**src/rtl/cpu_ahb_master.sv**
```systemverilog
// cpu_ahb_master
//   Bridges a simple CPU single-transfer request into one AHB NONSEQ transfer.
//   The CPU holds cpu_req until cpu_done. The master requests the bus,
//   issues the address phase, waits out the data phase and then pulses cpu_done
//   for one cycle. RETRY/SPLIT responses re-arbitrate and reissue the same
//   transfer. ERROR completes with cpu_err set.
//
// Configuration macro:
//   AHB_TIMEOUT_EN  when defined, a data phase that has HREADY low for
//                   TIMEOUT_CYCLES cycles is abandoned and completes with cpu_err.
//
// Ports:
//   clk, rst                    clock, synchronous active-high reset
//   cpu_req/cpu_write/cpu_addr/cpu_wdata/cpu_size   CPU request side
//   cpu_stall/cpu_done/cpu_rdata/cpu_err            CPU response side
//   HBUSREQ/HGRANT              arbitration
//   HTRANS/HADDR/HWRITE/HSIZE/HWDATA                AHB address/control/write data
//   HREADY/HRESP/HRDATA         AHB slave response
module cpu_ahb_master #(
  parameter int TIMEOUT_CYCLES = 16,
  parameter int AHB_SIZE_BITS  = 3,
  parameter int AHB_TRANS_BITS = 2,
  parameter int AHB_RESP_BITS  = 2
) (
  input  logic                      clk,
  input  logic                      rst,
  input  logic                      cpu_req,
  input  logic                      cpu_write,
  input  logic [31:0]               cpu_addr,
  input  logic [31:0]               cpu_wdata,
  input  logic [AHB_SIZE_BITS-1:0]  cpu_size,
  output logic                      cpu_stall,
  output logic                      cpu_done,
  output logic [31:0]               cpu_rdata,
  output logic                      cpu_err,
  output logic                      HBUSREQ,
  output logic [AHB_TRANS_BITS-1:0] HTRANS,
  output logic [31:0]               HADDR,
  output logic                      HWRITE,
  output logic [AHB_SIZE_BITS-1:0]  HSIZE,
  output logic [31:0]               HWDATA,
  input  logic                      HGRANT,
  input  logic                      HREADY,
  input  logic [AHB_RESP_BITS-1:0]  HRESP,
  input  logic [31:0]               HRDATA
);

  localparam logic [AHB_TRANS_BITS-1:0] TRANS_IDLE   = AHB_TRANS_BITS'(0);
  localparam logic [AHB_TRANS_BITS-1:0] TRANS_NONSEQ = AHB_TRANS_BITS'(2);
  localparam logic [AHB_RESP_BITS-1:0]  RESP_OKAY    = AHB_RESP_BITS'(0);
  localparam logic [AHB_RESP_BITS-1:0]  RESP_ERROR   = AHB_RESP_BITS'(1);

  typedef enum logic [2:0] {
    S_IDLE,
    S_REQ,
    S_ADDR,
    S_DATA,
    S_RESP
  } state_t;

  state_t state, state_nxt;

  logic [31:0]              addr_q;
  logic [31:0]              wdata_q;
  logic                     write_q;
  logic [AHB_SIZE_BITS-1:0] size_q;
  logic [31:0]              rdata_q;
  logic                     err_q;
  logic                     to_hit;

`ifdef AHB_TIMEOUT_EN
  localparam int TO_W = $clog2(TIMEOUT_CYCLES + 1);
  logic [TO_W-1:0] to_cnt;

  // Counts HREADY-low data cycles; idle outside DATA so every entry starts at 0.
  always_ff @(posedge clk) begin
    if (rst || state != S_DATA) begin
      to_cnt <= '0;
    end else if (!HREADY) begin
      to_cnt <= to_cnt + 1'b1;
    end
  end

  // Fires on the wait cycle that would be the TIMEOUT_CYCLES-th.
  assign to_hit = !HREADY && (to_cnt == TO_W'(TIMEOUT_CYCLES - 1));
`else
  // Watchdog compiled out: the data phase waits for HREADY indefinitely.
  assign to_hit = 1'b0 && (TIMEOUT_CYCLES > 0);
`endif

  always_ff @(posedge clk) begin
    if (rst) begin
      state <= S_IDLE;
    end else begin
      state <= state_nxt;
    end
  end

  // Captured request and response registers
  always_ff @(posedge clk) begin
    if (rst) begin
      addr_q  <= '0;
      wdata_q <= '0;
      write_q <= 1'b0;
      size_q  <= '0;
      rdata_q <= '0;
      err_q   <= 1'b0;
    end else begin
      if (state == S_IDLE && cpu_req) begin
        addr_q  <= cpu_addr;
        wdata_q <= cpu_wdata;
        write_q <= cpu_write;
        size_q  <= cpu_size;
      end
      if (state == S_DATA) begin
        if (HREADY && HRESP == RESP_OKAY) begin
          rdata_q <= write_q ? 32'h0 : HRDATA;
          err_q   <= 1'b0;
        end else if ((HREADY && HRESP == RESP_ERROR) || to_hit) begin
          rdata_q <= '0;
          err_q   <= 1'b1;
        end
      end
    end
  end

  assign cpu_rdata = rdata_q;
  assign cpu_err   = err_q;

  always_comb begin
    state_nxt = state;
    cpu_stall = 1'b0;
    cpu_done  = 1'b0;
    HBUSREQ   = 1'b0;
    HTRANS    = TRANS_IDLE;
    HADDR     = '0;
    HWRITE    = 1'b0;
    HSIZE     = '0;
    HWDATA    = '0;
    case (state)
      S_IDLE: begin
        cpu_stall = cpu_req;
        if (cpu_req) state_nxt = S_REQ;
      end
      S_REQ: begin
        cpu_stall = 1'b1;
        HBUSREQ   = 1'b1;
        HADDR     = addr_q;
        HWRITE    = write_q;
        HSIZE     = size_q;
        if (HGRANT && HREADY) state_nxt = S_ADDR;
      end
      S_ADDR: begin
        cpu_stall = 1'b1;
        HBUSREQ   = 1'b1;
        HTRANS    = TRANS_NONSEQ;
        HADDR     = addr_q;
        HWRITE    = write_q;
        HSIZE     = size_q;
        if (HREADY) state_nxt = S_DATA;
        else if (!HGRANT) state_nxt = S_REQ;
      end
      S_DATA: begin
        cpu_stall = 1'b1;
        HADDR     = addr_q;
        HWRITE    = write_q;
        HSIZE     = size_q;
        HWDATA    = write_q ? wdata_q : 32'h0;
        if (HREADY) begin
          // RETRY and SPLIT re-arbitrate and replay the captured transfer.
          if (HRESP == RESP_OKAY || HRESP == RESP_ERROR) state_nxt = S_RESP;
          else state_nxt = S_REQ;
        end else if (to_hit) begin
          state_nxt = S_RESP;
        end
      end
      S_RESP: begin
        cpu_done  = 1'b1;
        state_nxt = S_IDLE;
      end
      default: state_nxt = S_IDLE;
    endcase
  end

endmodule

```
**config.mk**
```make
export PLATFORM = sky130hd
export DESIGN_NAME = cpu_ahb_master
export DESIGN_NICKNAME = d
export VERILOG_FILES = /design/src/rtl/cpu_ahb_master.sv
export SDC_FILE = /design/constraint.sdc
export NUM_CORES = 1
export LEC_CHECK = 0
export ABC_CLOCK_PERIOD_IN_PS = 1600
export BUFFER_PORTS_ARGS = -buffer_cell sky130_fd_sc_hd__buf_2
export CORE_MARGIN = 5
export CORE_UTILIZATION = 35
export CTS_CLUSTER_DIAMETER = 150
export DETAILED_ROUTE_END_ITERATION = 16
export GPL_ROUTABILITY_DRIVEN = 0
export PLACE_DENSITY = 0.75
export REMOVE_ABC_BUFFERS = 1
export SYNTH_ARGS = -nofsm -noshare
export SYNTH_HDL_FRONTEND = slang
export SYNTH_SLANG_ARGS = --single-unit
```
**constraint.sdc**
```tcl
create_clock -name clk -period 1.6 [get_ports clk]
set_input_delay 0.08 -clock clk [delete_from_list [all_inputs] [get_ports clk]]
set_output_delay 0.08 -clock clk [all_outputs]
set_load 0.05 [all_outputs]
```
# Word level (Yosys, flattened, before mapping)
# Cells that the tools add are included.
dict set report totals {
  input_bits 107
  out_inout_bits 106
  register_bits 104
}
dict set report classes {
  reduce_logical 12
  n_eq_ne 9
  n_mux 21
}
# cell n
set ops {}
lappend ops {{$mux 32} 6}
lappend ops {{$mux 3} 7}
lappend ops {{$pmux 3 s4} 1}
lappend ops {{$eq 3x2->1 const B} 2}
lappend ops {{$ne 2x2->1 const B} 3}
lappend ops {{$mux 1} 5}
lappend ops {{$logic_and 1x1->1} 4}
lappend ops {{$reduce_and 4->1} 1}
lappend ops {{$eq 3x1->1 const B} 1}
lappend ops {{$eq 3x3->1 const B} 1}
lappend ops {{$logic_not 3->1} 1}
lappend ops {{$ne 3x3->1 const B} 1}
lappend ops {{$reduce_or 3->1} 1}
lappend ops {{$eq 2x1->1 const B} 1}
lappend ops {{$logic_not 2->1} 1}
lappend ops {{$mux 2} 1}
lappend ops {{$pmux 1 s2} 1}
lappend ops {{$reduce_and 2->1} 1}
lappend ops {{$reduce_bool 2->1} 1}
lappend ops {{$reduce_or 2->1} 1}
lappend ops {{$logic_or 1x1->1} 1}

# Depth between registers and ports, before layout
# Gate-level depths: netlist of run 1.
dict set report depth {
  word_depth 5
  mapped_depth 7
  depth_no_buf 3
}

# Worst setup path before layout of run 1
# No wires, ideal clock.
dict set report synth_timing {
  path_kind {flip-flop to output port}
  from {register state[1]}
  to {output HTRANS[1]}
  arrival_time_ns 1.750
  path_slack_ns -0.230
  t_required_ns 1.520
  path_stages_with_launch 3
  path_cell_list {dfxtp_1 buf_2 nor3b_1}
}
dict set report synth_via {
  elab_chain_len 2
}
# element line_no
set synth_lines {}
lappend synth_lines {{start: declaration} 61} ;# state_t state, state_nxt;
lappend synth_lines {{start signal: assignment} 95} ;# state <= state_nxt;
lappend synth_lines {{$eq 3x2->1} 140} ;# case (state)
lappend synth_lines {{$mux 2} 140}
lappend synth_lines {{end: declaration} 37} ;# output logic [AHB_TRANS_BITS-1:0] HTRANS,
# Every way passes these cells.

# Worst setup path in the final report of run 1
dict set report layout_timing {
  from {register state[1]}
  to {output HWDATA[9]}
}
dict set report layout_via {
  elab_chain_len 2
}
# element line_no
set layout_lines {}
lappend layout_lines {{$eq 3x2->1} 140}
lappend layout_lines {{$mux 32} 140}
lappend layout_lines {{end: declaration} 41} ;# output logic [31:0] HWDATA,
# Every way passes these cells.

==> run metrics, run 1 <==
total power=6.323 mW; Post-Synth Simple-Gate Area=28.37%; # clock sinks=104; hold path startpoint=HRDATA[13]; PwrDens=844.3 nW/um^2; met3 GRT Util=6.129%; core area=12520 um^2; r2r setup slk=0.03 ns; Setup CP Type=flip-flop to output pin; Slew headroom=59.64%; M2 GR Usage=37.17%; Reg2Reg Launch Point=state[2]; GR Overflow Total=0; clock root cell=clkbuf_16; drt total wl=17070 um; worst flop-to-flop path endpoint=cpu_rdata[27]; port bufs=211; Tot GR Track Use=21.41%; Die Span Y=122.3 um; Critical Path RT=1.52 ns; effective utilization at floorplan=35.27%; DRC=0; dpl hpwl=9476 um; Synth Area in Compound Gates=14.99%; largest area contributor in the netlist=dfxtp_1; fin crit share=102.5%; multiplexer share of the synthesized area=0%; Post-synth EDFFs=0; setup violators final=30; cells on worst reg2reg path=5; maximum VDD drop=829.2 uV; async set or reset register ratio after synthesis=0%; cts bufs inserted=9; Seq/Total Area, Yosys=47.17%; most common cell in the netlist=nand2_1; Design Area, Final=7488 um^2; P_leak=3.287 nW; DR vias/cell=5.029; Max Cap Viol=0; Final Worst Setup Slack=-0.04068 ns; clk slew on worst S/H paths=0.07 ns; H-tree depth=3; maximum achievable frequency=609.5 MHz; nets=957; Synth Area per Inst=7.869 um^2; Worst Path Arrival=1.56 ns; Area contributors post-synth=dfxtp_1 (47%), nand2_1 (12%), a21oi_1 (7.9%); Die W=122.3 um; number of synthesized register bits=104; drt wl/cell=16.56 um; initial antenna violation count=1; I/O pin count=213; Synth top area share=47.17%; GR peak layer=met2; Tmin final=1.641 ns; Synth Cell Area=4414 um^2; Syn Inst Count=561; CP endpoint kind=output pin; RSZ-0062 raised after global routing=yes; Die ar.=14960 um^2; Critical Path Source Type=flip-flop; synth cell count leaders=nand2_1 (139), dfxtp_1 (104), a21oi_1 (70); Iter 0 DRT Violations=462; largest net degree at the start of global routing=57; met1 Track Usage GR=22.51%; share of cells above drive strength 1=32.87%; WHS Path Cells=3; vias=5185; status=finished, violations left; crit-path cells=and3b_2, buf_12, and3_1, buf_6; Detailed Routing Iterations Pass 1=6; TritonCTS clock tree=yes; Worst Max-Slew Pin Slew=0.6054 ns; post-place instance area=5653 um^2; clk buf depth=2; Adder-Cell Fraction of Synth Area=0%; Ys Warns=0; Slowest Stage Delay on Critical Path=0.39 ns; Syn-to-layout area delta=69.64%; critical path peak fanout=19; Cell variety after synth=28; first-pass GRT wire length=25380 um; failing checks=negative setup slack; WHS Endpoint=cpu_rdata[13]; Worst Skew=0.007430 ns; Clk Latency, worst-skew pair=0.34 ns; CP max-delay cell=dfxtp_2; fin. max-slew vios=0; post-synthesis xor/xnor area fraction=0.3968%; number of global-route vias before repair=5196; Routed Antenna Nets=0; top_reg_cell synth=dfxtp_1; setup_tns=-0.4812 ns; main combinational cell family by area after synthesis=simple AND/OR/NAND/NOR gates; FP Rows=41; HP Class=primary input to flip-flop; Final Hold Viols=0
-- power by group --
group | switching (mW) | leakage [nW] | internal [mW]
registers | 0.0608 | 0.849 | 2.71
logic | 0.612 | 2.28 | 0.481
clock network | 0.963 | 0.161 | 1.50
-- routing by layer --
layer / vias to the layer above / share of wire, % / wire length, um
met5: - / 0 / 0
met3: 84 / 6.3 / 1070
met1: 2417 / 36 / 6231
li1: 2438 / - / -
met2: 246 / 52 / 8846
met4: 0 / 5.4 / 923
-- what timing repair did --
action | 4_1_cts | 5_1_grt
pin swaps | 1 | 0
endpoints found under the hold margin | 97 | 0
gates cloned | 1 | 0
gates resized for setup | 99 | 37
hold buffers | 97 | 0
endpoints found under the setup margin | 68 | 81
setup buffers | 2 | 0
-- placed cells by master, fill, tap and decap left out, types with 21 or more instances in the layout --
master         Yosys  layout
dfxtp_1          104     101
dlygate4sd3_1      0      97
nand3_1           32      31
o32ai_1           32      21
buf_6              5      27
nand2_1          139     139
a21oi_1           70      70
buf_2             14     142
buf_4              2      53
inv_1             34      34
and3_1            32      25
and2_1            38      37
-- worst max-delay path, delay by kind of cell, from the launching register on --
family                 cells  cell delay [ns]
and+or+nand+nor            2             0.49
DFF                        1             0.39
buffers and inverters      2             0.33
-- cells by family (layout without fill, tap and decap cells) --
group	Yosys count	after routing
AND/OR/NAND/NOR	258	258
flip-flops	104	104
AO/OA/AOI/OAI	107	107
other	1	5
XOR/XNOR	2	2
buffers and inverters	89	383
-- sequential cells by signal, indices dropped and copies added (netlist names) --
| name | flops |
|---|---|
| addr_q | 32 |
| cpu_rdata | 32 |
| wdata_q | 32 |
| size_q | 3 |
| state | 3 |
| cpu_err | 1 |
| write_q | 1 |
-- worst max-delay path by stage --
stage                  start          end  slack [ns]  cells past startpoint
floorplan           state[0]      cpu_err       -1.10                      3
global placement    state[2]  wdata_q[17]        0.15                      4
detailed placement  state[0]   HWDATA[20]        0.13                      4
CTS                 state[2]   HWDATA[27]       -0.04                      4
global route        state[2]   HWDATA[12]        -0.1                      4
finish              state[1]    HWDATA[9]       -0.04                      4
-- per-stage QoR --
step	utilization, %	hold slack (ns)	cells	setup WS, ns
after floorplan	-	0.1491	506	-1.104
after global placement	45.16	0.3213	911	0.1456
after detailed placement	45.16	0.3253	911	0.1284
after CTS	58.27	0.001968	1027	-0.03985
after global routing	59.77	0.01495	1028	-0.09565
final	59.83	0.01475	1031	-0.04068
-- layout make-up --
class / instances / area, um^2
multi-input cells: 368 / 2069
clock buffers: 12 / 266.5
inverters: 34 / 127.6
flip-flops and latches: 104 / 2088
diodes: 4 / 10.01
clock inverters: 4 / 75.07
fillers: 1045 / 5029
well taps: 172 / 215.2
repair buffers: 333 / 2636
(Power assumes the default switching activity.)
==> run 2: changes to the inputs <==
--- a/config.mk
+++ b/config.mk
@@ -5,7 +5,7 @@
 export SDC_FILE = /design/constraint.sdc
 export NUM_CORES = 1
 export LEC_CHECK = 0
-export ABC_CLOCK_PERIOD_IN_PS = 1600
+export ABC_CLOCK_PERIOD_IN_PS = 1400
 export BUFFER_PORTS_ARGS = -buffer_cell sky130_fd_sc_hd__buf_2
 export CORE_MARGIN = 5
 export CORE_UTILIZATION = 35
==> constraint.sdc (replaced) <==
create_clock -name clk -period 1.4 [get_ports clk]
set_input_delay 0.07 -clock clk [delete_from_list [all_inputs] [get_ports clk]]
set_output_delay 0.07 -clock clk [all_outputs]
set_load 0.02 [all_outputs]
==> run 2 against run 1 <==
Net effect:
- the flow still finishes with violations (negative setup slack)
- non-clock buffer count rose by 34
- cell count rose by 3.5%
- sequential power rose by 15%
- clock power fell by 5%
==> run metrics, run 2 (synthesis results as in run 1) <==
critical path peak fanout=4; Max Cap Viol=0; DRC=0; Die Span Y=122.3 um; clock root cell=clkbuf_16; Layout Utilization=69.13%; HP Class=primary input to flip-flop; post-place instance area=5733 um^2; initial antenna violation count=1; H-tree depth=3; vias=5668; DR vias/cell=5.312; RSZ-0062 raised after global routing=yes; Setup CP Type=flip-flop to output pin; # clock sinks=104; GR Overflow Total=0; Syn-to-layout area delta=96.03%; Logic pwr share=23.9%; commonest non-fill, non-tap cells in the layout=buf_2 (138), nand2_1 (113), dfxtp_1 (101); dpl hpwl=9177 um; cts bufs inserted=9; clk slew on worst S/H paths=0.07 ns; Die W=122.3 um; Final Worst Setup Slack=-0.2851 ns; Final Hold Viols=0; Routed Antenna Nets=0; Clk Latency, worst-skew pair=0.34 ns; Design Area, Final=8653 um^2; Tmin final=1.685 ns; Worst Path Arrival=1.62 ns; nets=996; NetSw=2.007 mW; largest net degree at the start of global routing=59; TritonCTS clock tree=yes; first-pass GRT wire length=27290 um; drt total wl=21370 um; Worst Skew=0.007979 ns; PwrDens=837.5 nW/um^2; Die ar.=14960 um^2; setup violators final=154; Flop pwr share=44.0%; maximum achievable frequency=593.4 MHz; P_leak=3.762 nW; fin. max-slew vios=0; Tot GR Track Use=23.21%; effective utilization at floorplan=35.27%; I/O pin count=213; FP Rows=41; core area=12520 um^2; Clock power frac=32.2%; port bufs=211; number of global-route vias before repair=5438; Critical Path Source Type=flip-flop; Detailed Routing Iterations Pass 1=4; fin crit share=120.4%; Iter 0 DRT Violations=438; most common cell after layout, fill and taps aside=buf_2; Sw Share=27.69%; failing checks=negative setup slack; maximum VDD drop=708.1 uV; Critical Path RT=1.33 ns; share of cells above drive strength 1=47.09%; drt wl/cell=20.02 um; CP endpoint kind=output pin; clk buf depth=2; internal power=5.241 mW; status=finished, violations left
run 2: power groups by stage:
stage / Sequential, mW / Combinational, mW / Clock (mW)
2_1_floorplan: 3.22 / 0.391 / 0
3_3_place_gp: 3.21 / 0.851 / 0
3_5_place_dp: 3.22 / 0.856 / 0
4_1_cts: 3.16 / 1.37 / 2.37
5_1_grt: 3.20 / 1.82 / 2.48
6_report: 3.19 / 1.73 / 2.33
run 2: metal layers:
layer | wire length (um) | global-route usage, % | share of wire (%)
met1 | 7449 | 24.64 | 35
met2 | 11090 | 41.43 | 52
met3 | 1299 | 4.793 | 6.1
met4 | 1527 | 15.26 | 7.1
met5 | 0 | 0 | 0
run 2: cell type report:
type | count | area [um^2]
inverters | 34 | 127.6
repair buffers | 367 | 3314
diodes | 1 | 2.502
well taps | 172 | 215.2
multi-input cells | 373 | 2641
clock inverters | 4 | 20.02
fillers | 904 | 3864
flip-flops and latches | 104 | 2086
clock buffers | 12 | 246.5
run 2: worst paths after layout:
path / startpoint / end / slack [ns] / cells past startpoint
worst max-delay path: state[2] / HADDR[29] / -0.29 / 7
worst max register to register: state[1] / wdata_q[19] / -0.27 / 6
worst min-delay path: HRDATA[28] / cpu_rdata[28] / 0.01 / 3
worst min register to register: addr_q[20] / addr_q[20] / 0.45 / 2
run 2: critical path, cell delays in order (launching register included):
cell and delay, ns:
dfxtp_2 0.33, buf_6 0.11, buf_6 0.11, nor2_4 0.11, buf_8 0.17, clkbuf_16 0.16, and2_4 0.17, buf_6 0.12
run 2: through the flow:
step,hold WS [ns],instances,setup slack [ns],power (mW),setup TNS (ns)
after global placement,0.3116,915,0.02269,4.065,0
after floorplan,0.1391,506,-1.304,3.608,-148.38
after detailed placement,0.3156,915,-0.007389,4.074,-0.01242
after CTS,0.005049,1047,-0.2571,6.895,-29.87
after global routing,0.03209,1067,-0.3412,7.499,-33.92
final,0.01276,1067,-0.2851,7.248,-25.82
run 2: what timing repair did:
action	in CTS	in global routing
endpoints found under the hold margin	97	0
setup buffers	11	7
hold buffers	97	0
setup endpoints to repair	83	175
gates cloned	8	15
resized for setup	188	135
pin swaps	11	49
==> run 3: changes to the inputs <==
--- a/config.mk
+++ b/config.mk
@@ -5,8 +5,9 @@
 export SDC_FILE = /design/constraint.sdc
 export NUM_CORES = 1
 export LEC_CHECK = 0
-export ABC_CLOCK_PERIOD_IN_PS = 1400
+export ABC_CLOCK_PERIOD_IN_PS = 1500
 export BUFFER_PORTS_ARGS = -buffer_cell sky130_fd_sc_hd__buf_2
+export CAP_MARGIN = 5
 export CORE_MARGIN = 5
 export CORE_UTILIZATION = 35
 export CTS_CLUSTER_DIAMETER = 150
==> constraint.sdc (replaced) <==
create_clock -name clk -period 1.5 [get_ports clk]
set_input_delay 0.075 -clock clk [delete_from_list [all_inputs] [get_ports clk]]
set_output_delay 0.075 -clock clk [all_outputs]
set_load 0.02 [all_outputs]
==> run 3 against run 2 <==
Net effect:
- the flow still finishes with violations (negative setup slack)
- sequential power is 7.2% lower
- critical path depth stayed put
- sequential cell count stayed put
- critical path type unchanged
- die area stayed put
- global-route usage is 0.68 points lower
- via count is 0.37% lower
- clock power is 6% lower
- clock skew is 0.0015 ns higher
==> run metrics, run 3 (synthesis results as in run 1) <==
status=finished, violations left; failing checks=negative setup slack; Critical Path Source Type=flip-flop; Worst Path Arrival=1.63 ns; fin crit share=113.7%; RSZ-0062 raised after global routing=yes; hold path startpoint=HRDATA[13]; clk slew on worst S/H paths=0.06 ns; GR Overflow Total=0; fin cells=1064; Syn-to-layout area delta=98.67%; r2r setup slk=-0.17 ns; effective utilization at floorplan=35.27%; worst flop-to-flop path endpoint=addr_q[27]; placed cells=910; drt wl/cell=20.28 um; nets=990; Final Hold Viols=0; met2 WL=11170 um; cts bufs inserted=9; Setup CP Type=flip-flop to output pin; Tot GR Track Use=22.53%; FP Rows=41; HP Class=primary input to flip-flop; Detailed Routing Iterations Pass 1=5; Die ar.=14960 um^2; fin. max-slew vios=0; PwrDens=775.6 nW/um^2; first-pass GRT wire length=26480 um; clock root cell=clkbuf_16; P_leak=3.794 nW; Clk Latency, worst-skew pair=0.35 ns; fillcell total=902; worst hold slack=0.009683 ns; WHS Endpoint=cpu_rdata[13]; Layout Utilization=70.06%; Final Worst Setup Slack=-0.2060 ns; H-tree depth=3; WHS Path Cells=3; Die W=122.3 um; Max Cap Viol=0; maximum achievable frequency=586.2 MHz; critical path peak fanout=9; Reg2Reg Launch Point=state[1]; number of global-route vias before repair=5271; I/O pin count=213; drt total wl=21580 um; port bufs=211; Iter 0 DRT Violations=431; initial antenna violation count=3; TritonCTS clock tree=yes; dpl hpwl=9293 um; cells on worst reg2reg path=8; largest net degree at the start of global routing=55; DR vias/cell=5.307; clk buf depth=2; # clock sinks=104; setup violators final=161; CP endpoint kind=output pin; Critical Path RT=1.42 ns; Worst Skew=0.009437 ns; maximum VDD drop=460.4 uV; vias=5647; commonest non-fill, non-tap cells in the layout=buf_2 (140), dfxtp_1 (101), nand2_1 (100); Tmin final=1.706 ns; Routed met3 length=1064 um; top sig layer=met4; setup_tns=-17.72 ns; most common cell after layout, fill and taps aside=buf_2; DRC=0; Die Span Y=122.3 um; share of cells above drive strength 1=50.11%; core area=12520 um^2; DRT met1 WL=7521 um; Routed Antenna Nets=0
## run 3: changes by cell type in the layout (fill, tap and decap cells not counted), moves of 4 or more
cell       delta
a21oi_2      +18
and3_4        +6
clkbuf_16     +4
a21oi_1      -18
o32ai_2       -6
nand2_4      +11
o32ai_1       +6
nand2_1      -13
and3_1        -6
buf_4         -9
## run 3: final cells by class
class,instances,area [um^2],share of cell area (%)
diodes,4,10.01,0.1141
clock buffers,12,246.5,2.811
clock inverters,4,20.02,0.2283
inverters,34,127.6,1.455
multi-input cells,368,2724,31.06
flip-flops and latches,104,2093,23.87
well taps,172,215.2,2.454
repair buffers,366,3333,38.01
## run 3: worst max-delay path by stage
stage / depth (start not counted) / startpoint / endpoint
after detailed placement: 5 / state[2] / wdata_q[4]
final: 7 / state[2] / HADDR[17]
after floorplan: 3 / state[0] / cpu_err
after global routing: 7 / state[2] / HADDR[17]
after CTS: 7 / state[0] / HADDR[5]
after global placement: 5 / state[2] / wdata_q[3]
## run 3: worst max-delay path, cell delays in order (launching register included)
cell,delay (ns)
dfxtp_4,0.35
buf_6,0.11
buf_6,0.11
nor2_4,0.09
buf_12,0.16
buf_16,0.14
and2_1,0.17
buf_6,0.13
## run 3: per-stage QoR
| step | setup WS (ns) | cell area, um^2 | power [mW] |
|---|---|---|---|
| after floorplan | -1.204 | 4145 | 3.367 |
| after global routing | -0.2528 | 8767 | 7.021 |
| final | -0.2060 | 8770 | 6.802 |
| after detailed placement | 0.05970 | 5645 | 3.782 |
| after global placement | 0.09122 | 5645 | 3.770 |
| after CTS | -0.1598 | 7569 | 6.316 |
## run 3: routing by layer
metal  up-vias  global-route usage [%]
li1       2513                       -
met1      2704                   24.56
met2       295                   38.37
met3       135                   4.378
met4         0                   17.42
met5         -                       0
## run 3: what timing repair did
action / in CTS / in global routing
setup endpoints to repair: 68 / 152
hold buffers: 97 / 0
pin swaps: 5 / 71
hold endpoints to repair: 97 / 0
buffers inserted: 7 / 12
gates cloned: 3 / 15
resized for setup: 175 / 195
## run 3: where the power goes
part	switching [mW]	internal, mW
clock network	1.02	1.16
logic	0.823	0.842
registers	0.0740	2.88
total	1.91	4.89
